$ cat src/rtl/hcsr04_emulator_if.sv
// Trigger/echo pin pair plus distance configuration and status for the HC-SR04 responder model.
interface hcsr04_emulator_if;
    logic        trigger;
    logic [15:0] dist_ticks;
    logic        object_present;
    logic        echo;
    logic        busy;
    logic        trig_err;
    logic [15:0] meas_count;

    modport master (
        output trigger, dist_ticks, object_present,
        input  echo, busy, trig_err, meas_count
    );

    modport slave (
        input  trigger, dist_ticks, object_present,
        output echo, busy, trig_err, meas_count
    );
endinterface

$ cat src/rtl/hcsr04_emulator.sv
// HC-SR04 responder model: qualifies a trigger pulse, waits out the burst, then returns an
// echo whose width is the programmed distance in ticks of TICK_DIV clocks.
//
// state   | meaning
// IDLE    | waiting for a rising edge on the synced trigger
// TRIG    | trigger high, measuring its width
// BURST   | valid trigger seen, modelling the ultrasonic burst delay
// ECHO    | echo output high for len ticks
// HOLDOFF | dead time after echo, triggers ignored
module hcsr04_emulator #(
    parameter int TICK_DIV        = 500,
    parameter int MIN_TRIG_CYCLES = 500,
    parameter int BURST_TICKS     = 25,
    parameter int MAX_TICKS       = 3800,
    parameter int HOLDOFF_TICKS   = 6000
) (
    input  logic               clk,
    input  logic               rst,
    hcsr04_emulator_if.slave   bus
);

    localparam int              PW         = (TICK_DIV > 1) ? $clog2(TICK_DIV) : 1;
    localparam logic [PW-1:0]   PRESC_LAST = PW'(TICK_DIV - 1);
    localparam logic [15:0]     MIN_W      = 16'(MIN_TRIG_CYCLES);
    localparam logic [15:0]     MAX_T      = 16'(MAX_TICKS);
    localparam logic [15:0]     BURST_LAST = 16'(BURST_TICKS - 1);
    localparam logic [15:0]     HOLD_LAST  = 16'(HOLDOFF_TICKS - 1);

    typedef enum logic [2:0] {
        IDLE    = 3'd0,
        TRIG    = 3'd1,
        BURST   = 3'd2,
        ECHO    = 3'd3,
        HOLDOFF = 3'd4
    } state_t;

    state_t        state_q, state_d;
    logic          trig_m_q, trig_m_d;
    logic          trig_s_q, trig_s_d;
    logic          trig_p_q, trig_p_d;
    logic [PW-1:0] presc_q, presc_d;
    logic [15:0]   width_q, width_d;
    logic [15:0]   tick_cnt_q, tick_cnt_d;
    logic [15:0]   len_q, len_d;
    logic          echo_q, echo_d;
    logic          trig_err_q, trig_err_d;
    logic [15:0]   meas_count_q, meas_count_d;

    logic          tick;
    logic          trig_rise;
    logic [15:0]   clamp_len;

    always_comb begin
        state_d      = state_q;
        trig_m_d     = bus.trigger;
        trig_s_d     = trig_m_q;
        trig_p_d     = trig_s_q;
        width_d      = width_q;
        tick_cnt_d   = tick_cnt_q;
        len_d        = len_q;
        trig_err_d   = 1'b0;
        meas_count_d = meas_count_q;

        tick      = (presc_q == PRESC_LAST);
        presc_d   = tick ? '0 : presc_q + PW'(1);
        trig_rise = trig_s_q & ~trig_p_q;

        // Zero distance still yields a one-tick echo; oversize distances clamp.
        if (!bus.object_present || bus.dist_ticks > MAX_T)
            clamp_len = MAX_T;
        else if (bus.dist_ticks == 16'd0)
            clamp_len = 16'd1;
        else
            clamp_len = bus.dist_ticks;

        case (state_q)
            IDLE: begin
                if (trig_rise) begin
                    state_d = TRIG;
                    width_d = 16'd1;
                end
            end
            TRIG: begin
                if (trig_s_q) begin
                    if (width_q < MIN_W)
                        width_d = width_q + 16'd1;
                end else if (width_q >= MIN_W) begin
                    state_d    = BURST;
                    len_d      = clamp_len;
                    tick_cnt_d = BURST_LAST;
                end else begin
                    state_d    = IDLE;
                    trig_err_d = 1'b1;
                end
            end
            BURST: begin
                if (tick) begin
                    if (tick_cnt_q == 16'd0) begin
                        state_d    = ECHO;
                        tick_cnt_d = len_q - 16'd1;
                    end else begin
                        tick_cnt_d = tick_cnt_q - 16'd1;
                    end
                end
            end
            ECHO: begin
                if (tick) begin
                    if (tick_cnt_q == 16'd0) begin
                        state_d      = HOLDOFF;
                        tick_cnt_d   = HOLD_LAST;
                        meas_count_d = meas_count_q + 16'd1;
                    end else begin
                        tick_cnt_d = tick_cnt_q - 16'd1;
                    end
                end
            end
            HOLDOFF: begin
                if (tick) begin
                    if (tick_cnt_q == 16'd0)
                        state_d = IDLE;
                    else
                        tick_cnt_d = tick_cnt_q - 16'd1;
                end
            end
            default: state_d = IDLE;
        endcase

        // Restart the prescaler on entry to each timed phase so phases are whole ticks.
        if (state_d != state_q &&
            (state_d == BURST || state_d == ECHO || state_d == HOLDOFF))
            presc_d = '0;

        echo_d = (state_d == ECHO);
    end

    always_ff @(posedge clk or posedge rst) begin
        if (rst) begin
            state_q      <= IDLE;
            trig_m_q     <= 1'b0;
            trig_s_q     <= 1'b0;
            trig_p_q     <= 1'b0;
            presc_q      <= '0;
            width_q      <= 16'd0;
            tick_cnt_q   <= 16'd0;
            len_q        <= 16'd0;
            echo_q       <= 1'b0;
            trig_err_q   <= 1'b0;
            meas_count_q <= 16'd0;
        end else begin
            state_q      <= state_d;
            trig_m_q     <= trig_m_d;
            trig_s_q     <= trig_s_d;
            trig_p_q     <= trig_p_d;
            presc_q      <= presc_d;
            width_q      <= width_d;
            tick_cnt_q   <= tick_cnt_d;
            len_q        <= len_d;
            echo_q       <= echo_d;
            trig_err_q   <= trig_err_d;
            meas_count_q <= meas_count_d;
        end
    end

    assign bus.echo       = echo_q;
    assign bus.busy       = (state_q != IDLE);
    assign bus.trig_err   = trig_err_q;
    assign bus.meas_count = meas_count_q;

endmodule
$ cat src/flat_wrapper.sv
// flat-port wrapper written by rule: the top's interface ports become plain ports
module hcsr04_emulator_flat 
#(
    parameter int TICK_DIV        = 500,
    parameter int MIN_TRIG_CYCLES = 500,
    parameter int BURST_TICKS     = 25,
    parameter int MAX_TICKS       = 3800,
    parameter int HOLDOFF_TICKS   = 6000
)
  (clk, rst, bus_trigger, bus_dist_ticks, bus_object_present, bus_echo, bus_busy, bus_trig_err, bus_meas_count);
  hcsr04_emulator_if bus_i ();
  input  logic clk;
  input  logic rst;
  input wire logic [$bits(bus_i.trigger)-1:0] bus_trigger;
  input wire logic [$bits(bus_i.dist_ticks)-1:0] bus_dist_ticks;
  input wire logic [$bits(bus_i.object_present)-1:0] bus_object_present;
  output wire logic [$bits(bus_i.echo)-1:0] bus_echo;
  output wire logic [$bits(bus_i.busy)-1:0] bus_busy;
  output wire logic [$bits(bus_i.trig_err)-1:0] bus_trig_err;
  output wire logic [$bits(bus_i.meas_count)-1:0] bus_meas_count;
  assign bus_i.trigger = bus_trigger;
  assign bus_i.dist_ticks = bus_dist_ticks;
  assign bus_i.object_present = bus_object_present;
  assign bus_echo = bus_i.echo;
  assign bus_busy = bus_i.busy;
  assign bus_trig_err = bus_i.trig_err;
  assign bus_meas_count = bus_i.meas_count;
  hcsr04_emulator #(.TICK_DIV(TICK_DIV), .MIN_TRIG_CYCLES(MIN_TRIG_CYCLES), .BURST_TICKS(BURST_TICKS), .MAX_TICKS(MAX_TICKS), .HOLDOFF_TICKS(HOLDOFF_TICKS)) u_core (.clk(clk), .rst(rst), .bus(bus_i));
endmodule
$ cat config.mk
export PLATFORM = sky130hd
export DESIGN_NAME = hcsr04_emulator_flat
export DESIGN_NICKNAME = d
export VERILOG_FILES = /design/src/rtl/hcsr04_emulator_if.sv /design/src/rtl/hcsr04_emulator.sv /design/src/flat_wrapper.sv
export SDC_FILE = /design/constraint.sdc
export NUM_CORES = 1
export LEC_CHECK = 0
export CAP_MARGIN = 20
export CORE_MARGIN = 2
export CORE_UTILIZATION = 40
export CTS_BUF_LIST = sky130_fd_sc_hd__clkbuf_16
export DETAILED_ROUTE_END_ITERATION = 10
export PLACE_DENSITY_LB_ADDON = 0.25
export SYNTH_ARGS = -nofsm -noshare
export SYNTH_HDL_FRONTEND = slang
export SYNTH_SLANG_ARGS = --single-unit
$ cat constraint.sdc
create_clock -name clk -period 5.68 [get_ports clk]
set_input_delay 1.136 -clock clk [delete_from_list [all_inputs] [get_ports clk]]
set_output_delay 1.136 -clock clk [all_outputs]
set_load 0.02 [all_outputs]
# == After elaboration in Yosys (flattened, before gate mapping) ==
# Cells that the tools add are included.
# totals
output_inout_bits,19
reg_bits,81
memories,0
ramBits,0
mem_bits_ro,0
input_bits,20
latch_bits,0
# classes
n_bitwise,3
n_div,0
multipliers,0
magnitude_cmp,3
add_sub_neg,5
muxes,30
eq_ne,18
n_reduce_logical,15
shifts,0
# ops
operator,n
16-bit two-way mux,13
16-bit case mux with 4 select lines,1
"16-bit by 1-bit adder with 16-bit output, second input constant",2
16-bit zero test,2
16-bit case mux with 2 select lines,1
"16-bit by 1-bit subtractor with 16-bit output, second input constant",2
3-bit two-way mux,8
9-bit two-way mux,2
"16-bit by 9-bit greater-or-equal comparator with 1-bit output, second input constant",1
"16-bit by 12-bit greater-than comparator with 1-bit output, second input constant",1
"16-bit by 9-bit less-than comparator with 1-bit output, second input constant",1
3-bit case mux with 5 select lines,1
"2-bit by 1-bit inequality test with 1-bit output, second input constant",7
"3-bit by 2-bit == test with 1-bit output, second input constant",4
"9-bit by 1-bit adder with 9-bit output, second input constant",1
"9-bit == test, second input constant",1
7-bit AND reduction,1
"3-bit == test, second input constant",2
3-bit AND reduction,2
"2-bit inequality test, second input constant",2
4-bit AND reduction,1
4-bit nonzero test,1
"3-bit by 1-bit == test with 1-bit output, second input constant",1
3-bit zero test,1
10 further kinds,15

# == Depth between registers and ports, before layout ==
# Gate-level depths: netlist of run 1.
# logic_depth
depth_word,9
depth_mapped,9

# == Worst setup path before layout of run 1 ==
# Ideal clock, no wire load.
# synth_path
path_kind,register to output
from,reg u_core.state_q[0]
to,out bus_busy
setup_slack_ns,3.244
arrival_time_ns,1.300
stages_incl_launch_ff,4
t_required_ns,4.544
path_buffers,2
cell_sequence,dfrtp_1 > buf_1 > clkbuf_1 > or3_1
# synth_between
elab_chain_cells,1
# synth_lines
item,line_no,text
start: declaration,hcsr04_emulator.sv:37,"state_t state_q, state_d;"
start signal: assignment,hcsr04_emulator.sv:150,state_q <= state_d;
3-bit nonzero test,hcsr04_emulator.sv:165,assign bus.busy = (state_q != IDLE);
end: declaration,flat_wrapper.sv:18,output wire logic [$bits(bus_i.busy)-1:0] bus_busy;
# No other way between the ends.

# == Worst setup path in the final report of run 1 ==
# Same ends and word-level chain as after synthesis.

==> results of run 1 <==
==> cell families (layout without fill, tap and decap cells) <==
kind of cell,count (synthesis),in the layout,share of synthesized area [%]
and+or+nand+nor,196,196,25.3
buffers and inverters,22,70,2.19
DFF,81,81,47.4
adders and majority gates,7,7,2.05
xor gates and xnor gates,37,37,7.75
muxes,1,1,0.263
AOI/OAI and AO/OA,96,96,15.1
==> worst paths after layout <==
| path | depth (start not counted) | end | from | slack (ns) |
|---|---|---|---|---|
| max in group asynchronous | 3 | u_core.tick_cnt_q[9] | rst | 3.51 |
| setup reg to reg | 8 | u_core.tick_cnt_q[9] | u_core.tick_cnt_q[0] | 2.96 |
| min in group asynchronous | 2 | u_core.bus.meas_count[15] | rst | 1.23 |
| hold / removal | 0 | u_core.trig_p_d | u_core.trig_m_q | 0.36 |
| hold reg to reg | 0 | u_core.trig_p_d | u_core.trig_m_q | 0.36 |
| setup / recovery | 2 | bus_busy | u_core.state_q[0] | 2.51 |
==> critical path, stage by stage, from the launching register on <==
cell and delay [ns]:
dfrtp_1 0.66, or3_1 0.48, clkdlybuf4s50_1 0.55
==> sequential cells by signal, indices dropped and copies added, names as in the netlist <==
name	count
u_core.trig_p_q	1
u_core.trig_m_q	1
u_core.bus.trig_err	1
u_core.bus.echo	1
u_core.state_q	3
u_core.tick_cnt_q	16
u_core.presc_q	9
u_core.width_q	16
u_core.trig_p_d	1
u_core.len_q	16
u_core.bus.meas_count	16
==> cell type report <==
| cell class | count | share of cell area (%) |
|---|---|---|
| inverter | 13 | 0.978 |
| sequential | 81 | 39.6 |
| clock inverter | 7 | 1.69 |
| tap | 136 | 3.32 |
| timing repair buffer | 41 | 7.82 |
| multi-input combinational | 337 | 42.2 |
| clock buffer | 9 | 4.40 |
==> layer usage <==
layer	GRT usage (%)	routed length [um]	up-vias
met4	8.24	237	0
met5	0	0	-
met2	28.7	4410	90
met1	23.7	4460	1646
li1	-	-	1670
met3	2.30	390	18
==> power groups by stage <==
stage / clock network, mW / registers [mW] / logic (mW)
2_1_floorplan: 0 / 0.600 / 0.0314
3_3_place_gp: 0 / 0.603 / 0.0558
3_5_place_dp: 0 / 0.604 / 0.0564
4_1_cts: 0.620 / 0.593 / 0.0569
5_1_grt: 0.643 / 0.595 / 0.0629
6_report: 0.608 / 0.593 / 0.0554
==> cells in the final DEF (no fill, tap or decap), types with 5 or more instances in the layout <==
cell,instances
dfrtp_1,81
nor3_1,18
inv_1,13
nor4_1,11
or3_1,5
and3_1,7
a21oi_1,18
nand2b_1,7
nand2_1,39
a22o_1,10
o21ai_0,28
nand3_1,14
o22ai_1,6
nand4_1,5
clkdlybuf4s50_1,38
clkbuf_16,9
ha_1,7
nor2_1,51
xor2_1,17
xnor2_1,19
and2_1,9
==> per-stage QoR <==
step / setup slack (ns) / total power [mW] / hold slack [ns] / instance area, um2 / utilization [%]
4_1_cts: 2.49 / 1.27 / 0.369 / 5110 / 49.3
2_1_floorplan: 2.46 / 0.631 / 0.331 / 4280 / -
6_report: 2.51 / 1.26 / 0.364 / 5120 / 49.4
3_3_place_gp: 2.86 / 0.659 / 0.367 / 4800 / 46.3
3_5_place_dp: 2.86 / 0.660 / 0.359 / 4800 / 46.3
5_1_grt: 2.40 / 1.30 / 0.376 / 5120 / 49.4
==> metrics.txt, run 1 <==
status complete, no violations; Num CTS Buffers 9; share of power burned in registers 47.2%; arrival time worst endpoint 2.04 ns; Diodes inserted 0; Synth area leader dfrtp_1; initial antenna violation count 0; Seq cells post-synth 81; Post-Route Skew 0.00652 ns; clock group share of total power 48.4%; row count 37; RSZ-0062 raised after global routing no; Sum Neg Setup Slack 0 ns; Area Growth Syn to Fin 19.6%; max-cap violation count 0; TritonRoute pass-1 iters 4; Power Internal 988 uW; dpl hpwl 6770 um; CTS tree built; sequential share of the synthesized area 47.4%; CP Capture Type output port; Sink Count 81; global-route wire length before repair 16200 um; Yosys top cell area share 47.4%; Worst Tran Pin Value 1.01 ns; core area 0.0104 mm2; Synth top cells by count dfrtp_1, nor2_1, nand2_1, o21ai_0, xnor2_1; largest net degree at the start of global routing 45; Die Y 107 um; Mapped Nets 467; WP data required 4.54 ns; Max VDD drop 0.104 mV; worst hold path class register to register; Final Cycle Share 55.8%; Layout fillers 942; Clock Pin Slew Worst Setup and Hold Paths 0.06 ns; clk root buf clkbuf_16; Synth async-reset ratio 100%; Final Setup Violations 0; postcts setup bufs 0; die area 0.0115 mm2; vias 3424; All-Layer GR Usage 17.7%; Comb pwr share 4.4%; startpoint types register; sequential cell area 0.00203 mm2; total wire length 9500 um; I/O pin total 39; Finished Layout Cells 624; EDFF count, synth 0; Switching Fraction 21.4%; Psw 269 uW; Die Width 107 um; slew margin rel. 32.3%; Post-CTS Resized 0; DRT antenna net count 0; vias in the first global route 3456; Post-CTS Hold Buffers 0; PortBufs 38; Cell variety after synth 64; DRC Markers 0; Starting Density 41.3%; Yosys warnings 0; fin crit period 3.17 ns; most numerous cell in the Yosys netlist dfrtp_1; PwrDens 246 mW/mm2; cell leakage power 2.24 nW; Clock Tree Buf Depth 2; Vias/cell 5.49; DP Cell Count 607; fmax 315 MHz; crit-path max FO 24; ys flop type dfrtp_1; multi-input logic area 0.00216 mm2; Skew-Pair Late Insertion Delay 0.34 ns; Mapped Area 0.00428 mm2; critical path class register to output port; Synth Instances 440; DR WL/cell 15.2 um; syn avg cell area 9.73 um2; Final Hold Vio Count 0; layout cells sized above 1 6.97%; drt initial violations 130; # H-tree levels 3; max-slew violations 0; NumNets Final 510; top cells by area, synth dfrtp_1, nor2_1, xnor2_1, xor2_1, nand2_1; RD Place Congestion 0.878; grt total ovfl 0
Note: power is estimated with default switching activity, not from simulation.
==> inputs of run 2 (changes only) <==
==> constraint.sdc (replaced) <==
create_clock -name clk -period 2.9 [get_ports clk]
set_input_delay 0.58 -clock clk [delete_from_list [all_inputs] [get_ports clk]]
set_output_delay 0.58 -clock clk [all_outputs]
set_load 0.02 [all_outputs]
==> run 2 against run 1 <==
Against the previous run: worst hold slack got worse by 0.0042 ns; largest cell class unchanged; sequential power rose by 96%; critical endpoint is now u_core.bus.meas_count[1]; clock skew rose by 0.0032 ns; non-clock buffer count rose by 7; highest routed layer unchanged; total power rose by 97%; die area did not move.
==> metrics.txt, run 2 (synthesis gave the netlist of run 1 again) <==
status complete, no violations (unchanged); Die Y 107 um (unchanged); worst hold path class register to register (unchanged); Final Hold Vio Count 0 (unchanged); largest net degree at the start of global routing 82 (was 45); die area 0.0115 mm2 (unchanged); CP Capture Type register (was output port); Buf+Inv Stages, Crit Path 1 (unchanged); clk root buf clkbuf_16 (unchanged); Max VDD drop 0.291 mV (was 0.104 mV); hold path start u_core.trig_m_q (unchanged); WP data required 3.11 ns (was 4.54 ns); startpoint types register (unchanged); most common cell after layout, fill and taps aside dfrtp_1 (unchanged); slew margin rel. 58.3% (was 32.3%); clock group share of total power 48.4% (about the same); Final Setup Violations 0 (unchanged); row count 37 (unchanged); fin crit period 2.52 ns; crit-path max FO 10 (was 24); critical-path cell list inv_1 -> ha_1 -> nor3b_1 -> nand4_4 -> nor2_4 -> and3_1 -> mux2_2 (was or3_1 -> clkdlybuf4s50_1); Crit. Startpoint u_core.tick_cnt_q[0] (was u_core.state_q[0]); commonest non-fill, non-tap cells in the layout dfrtp_1, nor2_1, nand2_1 (unchanged); Clock Pin Slew Worst Setup and Hold Paths 0.06 ns (about the same); I/O pin total 39 (unchanged); core area 0.0104 mm2 (unchanged); Starting Density 41.3% (unchanged); Clock Tree Buf Depth 2 (unchanged); Largest stage delay, worst path 0.51 ns (was 0.66 ns); share of power burned in registers 46.8% (was 47.2%); Sink Count 81 (unchanged); vias in the first global route 3489 (was 3456); Skew-Pair Late Insertion Delay 0.34 ns (about the same); Final Cycle Share 86.9%; fmax 397 MHz; arrival time worst endpoint 2.73 ns (was 2.04 ns); layout cells sized above 1 8.10% (was 6.97%); Post-CTS Resized 0 (unchanged); global-route wire length before repair 16700 um (was 16200 um); Post-CTS Hold Buffers 0 (unchanged); All-Layer GR Usage 18.3% (was 17.7%); critical path class register to register (was register to output port); Diodes inserted 0 (unchanged); # H-tree levels 3 (unchanged); max-cap violation count 0 (unchanged); Psw 533 uW (was 269 uW); slowest library cell on the worst path nor3b_1 (was dfrtp_1); grt total ovfl 0 (unchanged); Switching Fraction 21.6% (was 21.4%); Power Internal 1.94 mW (was 988 uW); RD Place Congestion 0.840 (was 0.878); Top delay family on crit path simple AND/OR/NAND/NOR gates (was flip-flops); DRC Markers 0 (unchanged); PwrDens 477 mW/mm2 (was 246 mW/mm2); Sum Neg Setup Slack 0 ns (unchanged); PortBufs 38 (unchanged); Area Growth Syn to Fin 21.1% (was 19.6%); dpl hpwl 6890 um (was 6770 um); initial antenna violation count 0 (unchanged); DR WL/cell 15.3 um (was 15.2 um); TritonRoute pass-1 iters 5 (was 4); vias 3494 (was 3424); total wire length 9650 um (was 9500 um); cell leakage power 2.27 nW (was 2.24 nW); max-slew violations 0 (unchanged); Comb pwr share 4.8% (was 4.4%); DRT antenna net count 0 (unchanged); reg2reg start u_core.tick_cnt_q[0] (unchanged); RSZ-0062 raised after global routing no (unchanged); CTS tree built (unchanged); Die Width 107 um (unchanged); postcts setup bufs 0 (unchanged); Post-Route Skew 0.00968 ns (was 0.00652 ns); Worst Tran Pin Value 0.624 ns (was 1.01 ns); Num CTS Buffers 9 (unchanged); NumNets Final 517 (was 510); drt initial violations 210 (was 130); Vias/cell 5.55 (was 5.49); Power Total 2.47 mW (was 1.26 mW)
==> run 2: stage by stage <==
| step | area (um2) | setup slack (ns) | instances | hold WS [ns] | utilization [%] |
|---|---|---|---|---|---|
| floorplan | 4280 | 0.240 | 440 | 0.331 | - |
| CTS | 5180 | 0.418 | 630 | 0.363 | 50.0 |
| detailed placement | 4870 | 0.474 | 615 | 0.350 | 47.0 |
| global route | 5180 | 0.235 | 630 | 0.380 | 50.0 |
| finish | 5180 | 0.379 | 630 | 0.359 | 50.0 |
| global placement | 4870 | 0.572 | 615 | 0.358 | 47.0 |
==> run 2: path summary, 6_finish.rpt <==
path / to / slack [ns] / depth (start not counted)
worst max-delay path: u_core.bus.meas_count[1] / 0.38 / 7
min in group asynchronous: u_core.width_q[15] / 0.66 / 3
worst min register to register: u_core.trig_p_d / 0.36 / 0
worst min-delay path: u_core.trig_p_d / 0.36 / 0
worst max register to register: u_core.bus.meas_count[1] / 0.38 / 7
max in group asynchronous: u_core.tick_cnt_q[11] / 1.91 / 3
==> run 2: final cells by class <==
| class | instances | area (um2) |
|---|---|---|
| timing repair buffer | 48 | 468 |
| tap | 136 | 170 |
| fill | 965 | 5190 |
| multi-input combinational | 337 | 2160 |
| sequential | 81 | 2030 |
| clock buffer | 9 | 225 |
| clock inverter | 6 | 83.8 |
| inverter | 13 | 50.0 |
==> run 2: power groups by stage <==
stage / combinational (mW) / clock [mW] / sequential (mW)
2_1_floorplan: 0.0615 / 0 / 1.18
3_3_place_gp: 0.119 / 0 / 1.18
3_5_place_dp: 0.121 / 0 / 1.18
4_1_cts: 0.121 / 1.22 / 1.16
5_1_grt: 0.133 / 1.28 / 1.16
6_report: 0.119 / 1.20 / 1.16
==> run 2: layer usage <==
metal / global-route usage [%] / share of wire [%] / wire length [um] / up-vias
li1: - / - / - / 1685
met3: 3.45 / 4.7 / 453 / 19
met4: 7.23 / 2.2 / 210 / 0
met2: 29.0 / 46 / 4400 / 93
met1: 24.7 / 47 / 4590 / 1697
met5: 0 / 0 / 0 / -
==> inputs of run 3 (changes only) <==
--- a/config.mk
+++ b/config.mk
@@ -5,6 +5,7 @@
 export SDC_FILE = /design/constraint.sdc
 export NUM_CORES = 1
 export LEC_CHECK = 0
+export ABC_AREA = 1
 export CAP_MARGIN = 20
 export CORE_MARGIN = 2
 export CORE_UTILIZATION = 40
==> run 3 against run 2 <==
Against the previous run: core utilization down 1.8 points; clock skew down 0.0031 ns; first-iteration DRC count up 26%; total power about the same; worst hold slack better by 0.012 ns; register-to-register slack better by 0.12 ns; critical path type unchanged; clock power down 15%.
==> metrics.txt, run 3 <==
status complete, no violations (unchanged); Sum Neg Setup Slack 0 ns (unchanged); Largest stage delay, worst path 0.41 ns (was 0.51 ns); dpl hpwl 8650 um (was 6890 um); crit-path max FO 16 (was 10); PwrDens 425 mW/mm2 (was 477 mW/mm2); DR WL/cell 12.5 um (was 15.3 um); global-route wire length before repair 19300 um (was 16700 um); max-slew violations 0 (unchanged); Synth area leader dfrtp_1 (unchanged); Clock Pin Slew Worst Setup and Hold Paths 0.06 ns (about the same); clk root buf clkbuf_16 (unchanged); Die Y 116 um (was 107 um); All-Layer GR Usage 18.0% (was 18.3%); Worst Tran Pin Value 0.619 ns (was 0.624 ns); Synth async-reset ratio 100% (unchanged); sequential share of the synthesized area 40.7% (was 47.4%); R2R cell count 12 (was 7); Post-CTS Hold Buffers 0 (unchanged); Synth Instances 694 (was 440); fmax 417 MHz (was 397 MHz); Clock Tree Buf Depth 2 (unchanged); DRC Markers 0 (unchanged); RSZ-0062 raised after global routing no (unchanged); largest net degree at the start of global routing 48 (was 82); vias 4531 (was 3494); sequential cell area 0.00203 mm2 (unchanged); Num CTS Buffers 9 (unchanged); Yosys warnings 0 (unchanged); Mapped Area 0.00498 mm2 (was 0.00428 mm2); slew margin rel. 58.7% (was 58.3%); drt initial violations 265 (was 210); CTS tree built (unchanged); critical path class register to register (unchanged); DP Cell Count 895 (was 615); most common cell after layout, fill and taps aside nand2_1 (was dfrtp_1); Stages on worst setup path 12 (was 7); WP data required 3.12 ns (was 3.11 ns); EDFF count, synth 0 (unchanged); Final Setup Violations 0 (unchanged); Worst R2R End u_core.tick_cnt_q[0] (was u_core.bus.meas_count[1]); final core utilization 48.2% (was 50.0%); R2R setup slack 0.50 ns (was 0.38 ns); hold path start u_core.trig_m_q (unchanged); critical-path cell list inv_1 -> ha_1 -> inv_1 -> nor2_1 -> nand2_1 -> nor2_4 -> nand2_1 -> inv_2 -> o21ai_2 -> nand4_2 -> nand2_1 -> nand2_1 (was inv_1 -> ha_1 -> nor3b_1 -> nand4_4 -> nor2_4 -> and3_1 -> mux2_2); grt total ovfl 0 (unchanged); fin worst setup slack 0.503 ns (was 0.379 ns); DRT antenna net count 0 (unchanged); Top delay family on crit path simple AND/OR/NAND/NOR gates (unchanged); commonest non-fill, non-tap cells in the layout nand2_1, nor2_1, inv_1 (was dfrtp_1, nor2_1, nand2_1); max-cap violation count 0 (unchanged); RD Place Congestion 0.930 (was 0.840); hold path depth 0 (unchanged); die area 0.0134 mm2 (was 0.0115 mm2); Post-Place Setup Slack 0.534 ns (was 0.474 ns); Final Cycle Share 82.6% (was 86.9%); Cell variety after synth 37 (was 64); total wire length 11400 um (was 9650 um); Yosys top cell area share 40.7% (was 47.4%); ys flop type dfrtp_1 (unchanged); CP most frequent cell nand2_1; Buf+Inv Stages, Crit Path 3 (was 1); vias in the first global route 4333 (was 3489); PortBufs 38 (unchanged); Sink Count 81 (unchanged); startpoint types register (unchanged); top cells by area, synth dfrtp_1, nand2_1, nor2_1, inv_1, xor2_1 (was dfrtp_1, nor2_1, xnor2_1, xor2_1, nand2_1); core area 0.0121 mm2 (was 0.0104 mm2); Power Total 2.47 mW (about the same); Synth top cells by count nand2_1, nor2_1, inv_1, dfrtp_1, nand3_1 (was dfrtp_1, nor2_1, nand2_1, o21ai_0, xnor2_1); CP Capture Type register (unchanged); postcts setup bufs 0 (unchanged); # H-tree levels 3 (unchanged); Vias/cell 4.97 (was 5.55); layout cells sized above 1 6.86% (was 8.10%); slowest library cell on the worst path nand4_2 (was nor3b_1); arrival time worst endpoint 2.62 ns (was 2.73 ns); TritonRoute pass-1 iters 5 (unchanged); Die Width 116 um (was 107 um); Diodes inserted 0 (unchanged); cell leakage power 2.85 nW (was 2.27 nW); Post-CTS Resized 0 (unchanged); I/O pin total 39 (unchanged); row count 40 (was 37); Finished Layout Cells 911 (was 630); NumNets Final 765 (was 517); Layout fillers 1198 (was 965); reg2reg start u_core.tick_cnt_q[0] (unchanged); Max VDD drop 0.204 mV (was 0.291 mV); worst hold path class register to register (unchanged); Final Hold Vio Count 0 (unchanged); Mapped Nets 721 (was 467); syn avg cell area 7.17 um2 (was 9.73 um2); Area Growth Syn to Fin 16.8% (was 21.1%); most numerous cell in the Yosys netlist nand2_1 (was dfrtp_1); Seq cells post-synth 81 (unchanged); Skew-Pair Late Insertion Delay 0.34 ns (about the same); multi-input logic area 0.00258 mm2 (was 0.00216 mm2); Hold Path Sink u_core.trig_p_d (unchanged); initial antenna violation count 0 (unchanged); Starting Density 41.3% (about the same); Post-Route Skew 0.00661 ns (was 0.00968 ns); fin crit period 2.40 ns (was 2.52 ns)
[run 3: cell count changes after synthesis, sizes merged, moves of 10 or more]
cell / before / now
nand2: 39 / 199
nand3: 14 / 49
xor2: 18 / 28
o21ai: 30 / 41
nor4: 15 / 2
a21oi: 19 / 29
a22o: 10 / 0
nor2: 53 / 113
xnor2: 19 / 7
inv: 13 / 89
[run 3: per-stage QoR]
stage,cell area (um2),hold slack (ns)
2_1_floorplan,4980,0.331
3_3_place_gp,5550,0.350
3_5_place_dp,5550,0.357
4_1_cts,5810,0.371
5_1_grt,5810,0.380
6_report,5810,0.372
[run 3: final cells by class]
cell class	count	share of cell area [%]
Clock buffer	9	3.87
Multi-Input combinational cell	518	44.3
Sequential cell	81	34.9
Timing Repair Buffer	39	6.89
Clock inverter	7	0.667
Tap cell	168	3.62
Inverter	89	5.77
[run 3: kinds of logic (layout without fill, tap and decap cells)]
logic type	after synthesis	after routing	synth area share, %
adders and majority gates	7	7	1.76
xor gates and xnor gates	35	35	6.16
AOI/OAI and AO/OA	79	79	8.70
buffers and inverters	95	144	7.54
and+or+nand+nor	397	397	35.1
DFF	81	81	40.7
[run 3: worst max-delay path by stage]
stage                         start               endpoint
2_1_floorplan                   rst        u_core.bus.echo
3_3_place_gp   u_core.tick_cnt_q[0]  u_core.tick_cnt_q[10]
3_5_place_dp   u_core.tick_cnt_q[0]   u_core.tick_cnt_q[0]
4_1_cts        u_core.tick_cnt_q[0]   u_core.tick_cnt_q[0]
5_1_grt        u_core.tick_cnt_q[0]   u_core.tick_cnt_q[3]
6_report       u_core.tick_cnt_q[0]   u_core.tick_cnt_q[0]
[run 3: where the power goes]
group,switching [mW],internal (mW)
Clock,0.447,0.570
Sequential,0.0206,1.15
Combinational,0.190,0.0955
[run 3: routing by layer]
layer	global-route usage, %	part of all wire (%)
met1	22.9	46
met2	30.6	48
met3	2.98	4.0
met4	7.55	1.9
met5	0	0
